<file path="config.mk">
export PLATFORM = sky130hd
export DESIGN_NAME = wave_display_reader_flat
export DESIGN_NICKNAME = d
export VERILOG_FILES = /design/src/rtl/wave_display_reader_pkg.sv /design/src/rtl/wave_display_reader_if.sv /design/src/rtl/wave_display_reader_segment_compare.sv /design/src/rtl/wave_display_reader.sv /design/src/flat_wrapper.sv
export SDC_FILE = /design/constraint.sdc
export NUM_CORES = 1
export LEC_CHECK = 0
export BUFFER_PORTS_ARGS = -buffer_cell sky130_fd_sc_hd__buf_2
export CAP_MARGIN = 25
export CORE_MARGIN = 1
export CORE_UTILIZATION = 30
export CTS_BUF_LIST = sky130_fd_sc_hd__clkbuf_4
export CTS_CLUSTER_SIZE = 16
export DETAILED_ROUTE_END_ITERATION = 8
export PLACE_DENSITY = 0.49
export REMOVE_ABC_BUFFERS = 1
export SLEW_MARGIN = 20
export SYNTH_ARGS = -nofsm -noshare
export SYNTH_HDL_FRONTEND = slang
export SYNTH_SLANG_ARGS = --single-unit
</file>
<file path="constraint.sdc">
create_clock -name clk -period 4.63 [get_ports clk]
set_input_delay 0.926 -clock clk [delete_from_list [all_inputs] [get_ports clk]]
set_output_delay 0.926 -clock clk [all_outputs]
set_load 0.01 [all_outputs]
</file>
<file path="src/rtl/wave_display_reader_pkg.sv">
// Shared constants and types for the waveform display reader and its capture-side peers.
package wave_display_reader_pkg;

  localparam int X_W      = 11;
  localparam int Y_W      = 10;
  localparam int ADDR_W   = 9;
  localparam int SAMPLE_W = 8;

  localparam int REGION_X_LO     = 512;
  localparam int REGION_X_HI     = 1023;
  localparam int REGION_Y_HI     = 511;
  localparam int SAMPLES_PER_BUF = 256;

  typedef enum logic {
    IDLE   = 1'b0,
    ACTIVE = 1'b1
  } state_e;

  // Waveform occupies the right half of the top 512 rows of the raster.
  function automatic logic in_region(input logic [X_W-1:0] x, input logic [Y_W-1:0] y);
    return (x >= X_W'(REGION_X_LO)) && (x <= X_W'(REGION_X_HI)) && (y <= Y_W'(REGION_Y_HI));
  endfunction

endpackage

</file>
<file path="src/rtl/wave_display_reader_if.sv">
// Raster-in / RAM-read / pixel-out bundle for wave_display_reader.
// grid_on exists only when WAVE_DISPLAY_GRID_EN is defined.
interface wave_display_reader_if #(
  parameter int X_W      = 11,
  parameter int Y_W      = 10,
  parameter int ADDR_W   = 9,
  parameter int SAMPLE_W = 8
);
  logic [X_W-1:0]      x;
  logic [Y_W-1:0]      y;
  logic                valid;
  logic                read_index;
  logic [ADDR_W-1:0]   read_address;
  logic [SAMPLE_W-1:0] read_value;
  logic                valid_pixel;
  logic                pixel_on;
  logic                wave_display_idle;
`ifdef WAVE_DISPLAY_GRID_EN
  logic                grid_on;
`endif

  modport master (
    output x, y, valid, read_index, read_value,
    input  read_address, valid_pixel, pixel_on, wave_display_idle
`ifdef WAVE_DISPLAY_GRID_EN
    , input grid_on
`endif
  );

  modport slave (
    input  x, y, valid, read_index, read_value,
    output read_address, valid_pixel, pixel_on, wave_display_idle
`ifdef WAVE_DISPLAY_GRID_EN
    , output grid_on
`endif
  );

endinterface

</file>
<file path="src/rtl/wave_display_reader_segment_compare.sv">
// Combinational check that a row lies on the vertical segment joining two samples.
module wave_segment_compare #(
  parameter int SAMPLE_W = 8
) (
  input  logic [SAMPLE_W-1:0] prev_sample,
  input  logic [SAMPLE_W-1:0] cur_sample,
  input  logic [SAMPLE_W-1:0] row,
  output logic                hit
);

  logic [SAMPLE_W-1:0] lo;
  logic [SAMPLE_W-1:0] hi;

  always_comb begin
    lo  = (prev_sample < cur_sample) ? prev_sample : cur_sample;
    hi  = (prev_sample < cur_sample) ? cur_sample  : prev_sample;
    hit = (row >= lo) && (row <= hi);
  end

endmodule

</file>
<file path="src/rtl/wave_display_reader.sv">
// Display-side reader of the double-buffered waveform RAM: two-stage raster pipeline
// plus frame FSM. Optional grid overlay output under WAVE_DISPLAY_GRID_EN.
module wave_display_reader
  import wave_display_reader_pkg::*;
(
  input logic                 clk,
  input logic                 reset,
  wave_display_reader_if.slave bus
);

  state_e              state_q, state_d;
  logic                frame_index_q, frame_index_d;
  logic                idle_q, idle_d;

  logic [8:0]          x1_q, x1_d;
  logic [7:0]          row1_q, row1_d;
  logic                valid1_q, valid1_d;
  logic                in_region1_q, in_region1_d;
  logic [SAMPLE_W-1:0] prev_sample_q, prev_sample_d;
  logic [SAMPLE_W-1:0] cur_sample_q, cur_sample_d;
  logic                valid_pixel_q, valid_pixel_d;
  logic                pixel_on_q, pixel_on_d;
  logic                seg_hit;
`ifdef WAVE_DISPLAY_GRID_EN
  logic                grid1_q, grid1_d;
  logic                grid_on_q, grid_on_d;
`endif

  assign bus.read_address = {frame_index_q, bus.x[8:1]};

  // The buffer half is frozen at frame start so a flip never tears a frame.
  always_comb begin
    state_d       = state_q;
    frame_index_d = frame_index_q;
    if (bus.valid) begin
      if (bus.x == '0 && bus.y == '0) begin
        state_d       = ACTIVE;
        frame_index_d = bus.read_index;
      end else if (state_q == ACTIVE && bus.x == X_W'(REGION_X_HI) &&
                   bus.y == Y_W'(REGION_Y_HI)) begin
        state_d = IDLE;
      end
    end
    idle_d = (state_d == IDLE);
  end

  always_ff @(posedge clk or negedge reset) begin
    if (!reset) begin
      state_q       <= IDLE;
      frame_index_q <= 1'b0;
      idle_q        <= 1'b1;
    end else begin
      state_q       <= state_d;
      frame_index_q <= frame_index_d;
      idle_q        <= idle_d;
    end
  end

  // RAM data lands while the coordinate sits in S1; a new sample starts on even x.
  always_comb begin
    x1_d          = bus.x[8:0];
    row1_d        = bus.y[8:1];
    valid1_d      = bus.valid;
    in_region1_d  = in_region(bus.x, bus.y);
    prev_sample_d = prev_sample_q;
    cur_sample_d  = cur_sample_q;
    if (valid1_q && in_region1_q && !x1_q[0]) begin
      cur_sample_d  = bus.read_value;
      prev_sample_d = (x1_q[8:1] == '0) ? bus.read_value : cur_sample_q;
    end
  end

  wave_segment_compare #(.SAMPLE_W(SAMPLE_W)) u_seg (
    .prev_sample (prev_sample_d),
    .cur_sample  (cur_sample_d),
    .row         (row1_q),
    .hit         (seg_hit)
  );

  always_comb begin
    valid_pixel_d = valid1_q;
    pixel_on_d    = valid1_q && in_region1_q && seg_hit;
`ifdef WAVE_DISPLAY_GRID_EN
    grid1_d       = in_region(bus.x, bus.y) && (bus.x[5:0] == '0 || bus.y[5:0] == '0);
    grid_on_d     = valid1_q && grid1_q;
`endif
  end

  always_ff @(posedge clk or negedge reset) begin
    if (!reset) begin
      x1_q          <= '0;
      row1_q        <= '0;
      valid1_q      <= 1'b0;
      in_region1_q  <= 1'b0;
      prev_sample_q <= '0;
      cur_sample_q  <= '0;
      valid_pixel_q <= 1'b0;
      pixel_on_q    <= 1'b0;
`ifdef WAVE_DISPLAY_GRID_EN
      grid1_q       <= 1'b0;
      grid_on_q     <= 1'b0;
`endif
    end else begin
      x1_q          <= x1_d;
      row1_q        <= row1_d;
      valid1_q      <= valid1_d;
      in_region1_q  <= in_region1_d;
      prev_sample_q <= prev_sample_d;
      cur_sample_q  <= cur_sample_d;
      valid_pixel_q <= valid_pixel_d;
      pixel_on_q    <= pixel_on_d;
`ifdef WAVE_DISPLAY_GRID_EN
      grid1_q       <= grid1_d;
      grid_on_q     <= grid_on_d;
`endif
    end
  end

  assign bus.valid_pixel       = valid_pixel_q;
  assign bus.pixel_on          = pixel_on_q;
  assign bus.wave_display_idle = idle_q;
`ifdef WAVE_DISPLAY_GRID_EN
  assign bus.grid_on           = grid_on_q;
`endif

endmodule

</file>
<file path="src/flat_wrapper.sv">
// flat-port wrapper written by rule: the top's interface ports become plain ports
module wave_display_reader_flat import wave_display_reader_pkg::*;
  (clk, reset, bus_x, bus_y, bus_valid, bus_read_index, bus_read_value, bus_read_address, bus_valid_pixel, bus_pixel_on, bus_wave_display_idle);
  wave_display_reader_if bus_i ();
  input logic clk;
  input logic reset;
  input wire logic [$bits(bus_i.x)-1:0] bus_x;
  input wire logic [$bits(bus_i.y)-1:0] bus_y;
  input wire logic [$bits(bus_i.valid)-1:0] bus_valid;
  input wire logic [$bits(bus_i.read_index)-1:0] bus_read_index;
  input wire logic [$bits(bus_i.read_value)-1:0] bus_read_value;
  output wire logic [$bits(bus_i.read_address)-1:0] bus_read_address;
  output wire logic [$bits(bus_i.valid_pixel)-1:0] bus_valid_pixel;
  output wire logic [$bits(bus_i.pixel_on)-1:0] bus_pixel_on;
  output wire logic [$bits(bus_i.wave_display_idle)-1:0] bus_wave_display_idle;
  assign bus_i.x = bus_x;
  assign bus_i.y = bus_y;
  assign bus_i.valid = bus_valid;
  assign bus_i.read_index = bus_read_index;
  assign bus_i.read_value = bus_read_value;
  assign bus_read_address = bus_i.read_address;
  assign bus_valid_pixel = bus_i.valid_pixel;
  assign bus_pixel_on = bus_i.pixel_on;
  assign bus_wave_display_idle = bus_i.wave_display_idle;
  wave_display_reader u_core (.clk(clk), .reset(reset), .bus(bus_i));
endmodule
</file>
==> key figures <==
STA
  – Final-report hold violation count: 0
  – Worst slew margin: 0.430
  – Worst clock skew: around 0.0047 ns
  – Total of endpoints with negative setup slack in the final report: 0
  – Final-layout setup total negative slack: 0 ns
  – Final Cycle Share: 0.906
  – Setup repair after global routing missed its margin: no
  – Crit path time final: 4.19 ns
  – Actual transition at the worst max-transition pin: 0.855 ns
  – Number of max-slew violations in the final report: 0
  – FMAX: 0.238 GHz

Route
  – Post-DRT Antenna Nets: 0
  – Drt pass-1 iters: 4
  – Via-per-instance ratio: 4.68
  – Drt initial violations: 48
  – Routed wire per std cell: 13.0 um
  – Via total after detailed routing: 1628
  – Final wirelength: between 4 and 5 mm
  – Drc violations: 0

Synthesis
  – Synth Cell Area: 2260 um2
  – Async set-reset flop share out of synthesis: 1.00
  – Yosys top cell area share: 0.431
  – Most frequently used cell type in the post-synthesis netlist: sky130_fd_sc_hd__dfrtp_1
  – Most common library cells after synthesis: 39 x sky130_fd_sc_hd__dfrtp_1, 31 x sky130_fd_sc_hd__nand2_1, 22 x sky130_fd_sc_hd__ha_1, 22 x sky130_fd_sc_hd__mux2i_1, 12 x sky130_fd_sc_hd__inv_1
  – Distinct cells, synth: 39
  – Dominant combinational cell family by area after synthesis: simple AND/OR/NAND/NOR gates
  – Area share of and/or/nand/nor cells after synthesis: 0.161
  – Sequential area share after synthesis: 0.443
  – Ys flop type: sky130_fd_sc_hd__dfrtp_1
  – Average size of a mapped cell: 10.9 um2
  – Adder-cell share of the synthesized area: 0.122
  – Yosys synthesis warning count: 0
  – Fraction of synthesized area in multiplexers: 0.112
  – Compound-cell area share of the yosys netlist: 0.102
  – Post-synthesis instance total: between 200 and 250
  – XOR/XNOR Fraction of Synth Area: 0
  – Library cell occupying the most area in the post-synthesis netlist: sky130_fd_sc_hd__dfrtp_1
  – Number of synthesized register bits: 40
  – Number of synthesized flops with an enable pin: 0
  – Most area-consuming cells after synthesis: sky130_fd_sc_hd__dfrtp_1 43%, sky130_fd_sc_hd__ha_1 12%, sky130_fd_sc_hd__mux2i_1 9.7%

Worst setup path
  – Endpoint arrival time on the critical path: 4.45 ns
  – Crit Reg-Reg Endpoint: u_core.bus.pixel_on
  – Crit. End Element: register
  – Worst-path cell chain: nor4_4, nand2_4, mux2i_1, o21ai_1, ha_1, nand4_1, a311o_2, o31ai_4, buf_12, mux2i_1, ha_1, a21o_1, a21oi_1, nor2b_1, o32a_1, a211oi_1
  – Biggest fanout along the worst timing path: 12
  – Cell class contributing the biggest share of worst-path delay: compound AO/OA/AOI/OAI gates
  – Setup Crit Path Kind: register to register
  – CP bufs+invs: 1
  – Startpoint class of the critical path: register
  – R2r worst-path depth: 16
  – Standard cell with the maximum stage delay on the critical path: sky130_fd_sc_hd__dfrtp_1
  – Critical Path Max Stage Delay: 0.41 ns
  – Critical register-to-register path startpoint: u_core.x1_q[6]
  – CP Data Required Time: 4.88 ns
  – R2r setup slk: between 0.4 and 0.5 ns

CTS
  – Reg clk slew, reported paths: approximately 0.12 ns
  – Insertion delay of the later-clocked pin in the worst-skew pair: 0.33 ns
  – CTS root buffer: sky130_fd_sc_hd__clkbuf_4
  – Post-CTS Repair Setup Buffers: 0
  – CTS tree: done
  – Max Root-Sink Buffers: 2
  – Quantity of hold-fixing buffers added after cts: 0
  – Count of instances resized after the clock tree is built: 0
  – Total clock sinks: 40
  – Num CTS Buffers: 5
  – H-tree levels: 2

Floorplan
  – Chip Width: 88.9 um
  – Top-level port count: 45
  – Effective utilization at floorplan: 0.311
  – Die Span Y: 88.9 um
  – Die footprint: a little under 8000 um2
  – Std-Cell Core Area: 7290 um2
  – Row count: 31

Final layout
  – Final Instance Area: 2610 um2
  – Number of nets at the end of the flow: 303
  – Number of inserted diodes: 0
  – Syn-to-layout area delta: 15.1%
  – Fraction of final layout cells with drive strength greater than 1: 0.253

GRT
  – Number of global-route vias before repair: 1610
  – Total grt overflow: 0
  – Maximum number of pins on one net before global-route repair: 41
  – Met1 track utilization from global routing: 0.181
  – GR met3 Demand/Resource: 0.0326
  – All-Layer GR Usage: 0.131
  – Met2 demand-to-capacity share in global routing: 0.204
  – Wire length of the first global-routing pass: ~7.7 mm
  – Initial antenna violation count: 0
  – Highest-utilization routing layer at the global route stage: met2

Power
  – Worst ir drop on vdd: 0.161 mV
  – Cell internal pwr: slightly below 0.7 mW
  – Switching component of the power: ~0.4 mW
  – Relative contribution of the clock network to total power: 0.157
  – Fraction of power consumed by sequential logic: 0.385
  – Switching Fraction: 0.367
  – Combinational fraction of design power: 0.459
  – Cell area power density: 415 nW/um2
  – Leakage component of the power: around 1.3 nW

Run
  – Number of violations of the max-capacitance limit: 0

Worst hold path
  – Worst Min Path Start: u_core.valid1_q
  – Worst Hold Path Cells: 0
  – Hold Path End: u_core.bus.valid_pixel
  – Class of the most critical hold timing path: register to register

Place
  – Placed cell areas: 2550 um2
  – Placed wire-length estimate: 3.64 mm
  – Input/output buffers: 44
  – Final RePlAce weighted congestion: 0.840

Status
  – Result of the run: completed
[layout make-up]
cell class                 count  area (um2)
multi-input combinational    142        1120
clock buffer                   5        37.5
fill                         756        4690
sequential                    40        1000
timing repair buffer          47         255
inverter                      12        45.0
clock inverter                 3        18.8
tap                           99         124
[power by group through the flow]
stage	clock network, mW	logic [mW]	registers (mW)
finish	0.170	0.496	0.416
global placement	0	0.495	0.423
global route	0.198	0.572	0.421
floorplan	0	0.356	0.419
CTS	0.183	0.504	0.416
detailed placement	0	0.502	0.423
[cells in the final DEF, fill, tap and decap left out, types with 6 or more instances in the layout]
cell type / n
sky130_fd_sc_hd__nand2_1: 31
sky130_fd_sc_hd__dfrtp_1: 39
sky130_fd_sc_hd__o21ai_1: 8
sky130_fd_sc_hd__nor4_1: 6
sky130_fd_sc_hd__mux2i_1: 22
sky130_fd_sc_hd__inv_1: 12
sky130_fd_sc_hd__ha_1: 22
sky130_fd_sc_hd__buf_2: 44
sky130_fd_sc_hd__nand4_1: 9
sky130_fd_sc_hd__a21oi_1: 6
[worst register-to-register path: cells and delay by family (launching register included)]
family	cells	cell delay, ns
flops	1	0.41
buf+inv	1	0.20
simple gates	4	0.71
compound gates	7	1.76
mux	2	0.39
fa+ha+maj	2	0.64
[registers in the layout, indices dropped and copies added (netlist names)]
name and count:
u_core.bus.pixel_on 1, u_core.bus.valid_pixel 1, u_core.bus.wave_display_idle 1, u_core.cur_sample_q 8, u_core.frame_index_q 1, u_core.in_region1_q 1, u_core.prev_sample_q 8, u_core.row1_q 8
u_core.state_q 1, u_core.valid1_q 1, u_core.x1_q 9
[worst max path at each step]
stage                                  from                   to  slack (ns)  cells after the start
final                        u_core.x1_q[6]  u_core.bus.pixel_on        0.44                     16
after global routing         u_core.x1_q[6]  u_core.bus.pixel_on        0.13                     16
after CTS                    u_core.x1_q[6]  u_core.bus.pixel_on        0.39                     16
after detailed placement  bus_read_value[6]  u_core.bus.pixel_on        0.40                     15
after global placement    bus_read_value[7]  u_core.bus.pixel_on        0.45                     15
after floorplan              u_core.x1_q[0]  u_core.bus.pixel_on        0.42                     15
[through the flow]
stage / setup slack, ns / instances / power [mW] / utilization / hold slack, ns
floorplan: 0.416 / 194 / 0.775 / - / 0.387
global placement: 0.448 / 340 / 0.918 / 0.350 / 0.417
detailed placement: 0.400 / 340 / 0.925 / 0.350 / 0.409
CTS: 0.387 / 348 / 1.10 / 0.357 / 0.438
global route: 0.134 / 348 / 1.19 / 0.357 / 0.446
finish: 0.436 / 348 / 1.08 / 0.357 / 0.436
[cells by family after synthesis]
group | after synthesis
multiplexers | 25
flip-flops | 40
buffers and inverters | 25
AO/OA/AOI/OAI | 31
AND/OR/NAND/NOR | 64
adder cells (fa/ha/maj) | 22
[layer usage]
metal,up-vias,share of wire
met2,45,0.44
met5,-,0
met3,5,0.041
met4,0,0.011
li1,825,-
met1,753,0.51
No activity file was read; power rests on OpenSTA's default activity.
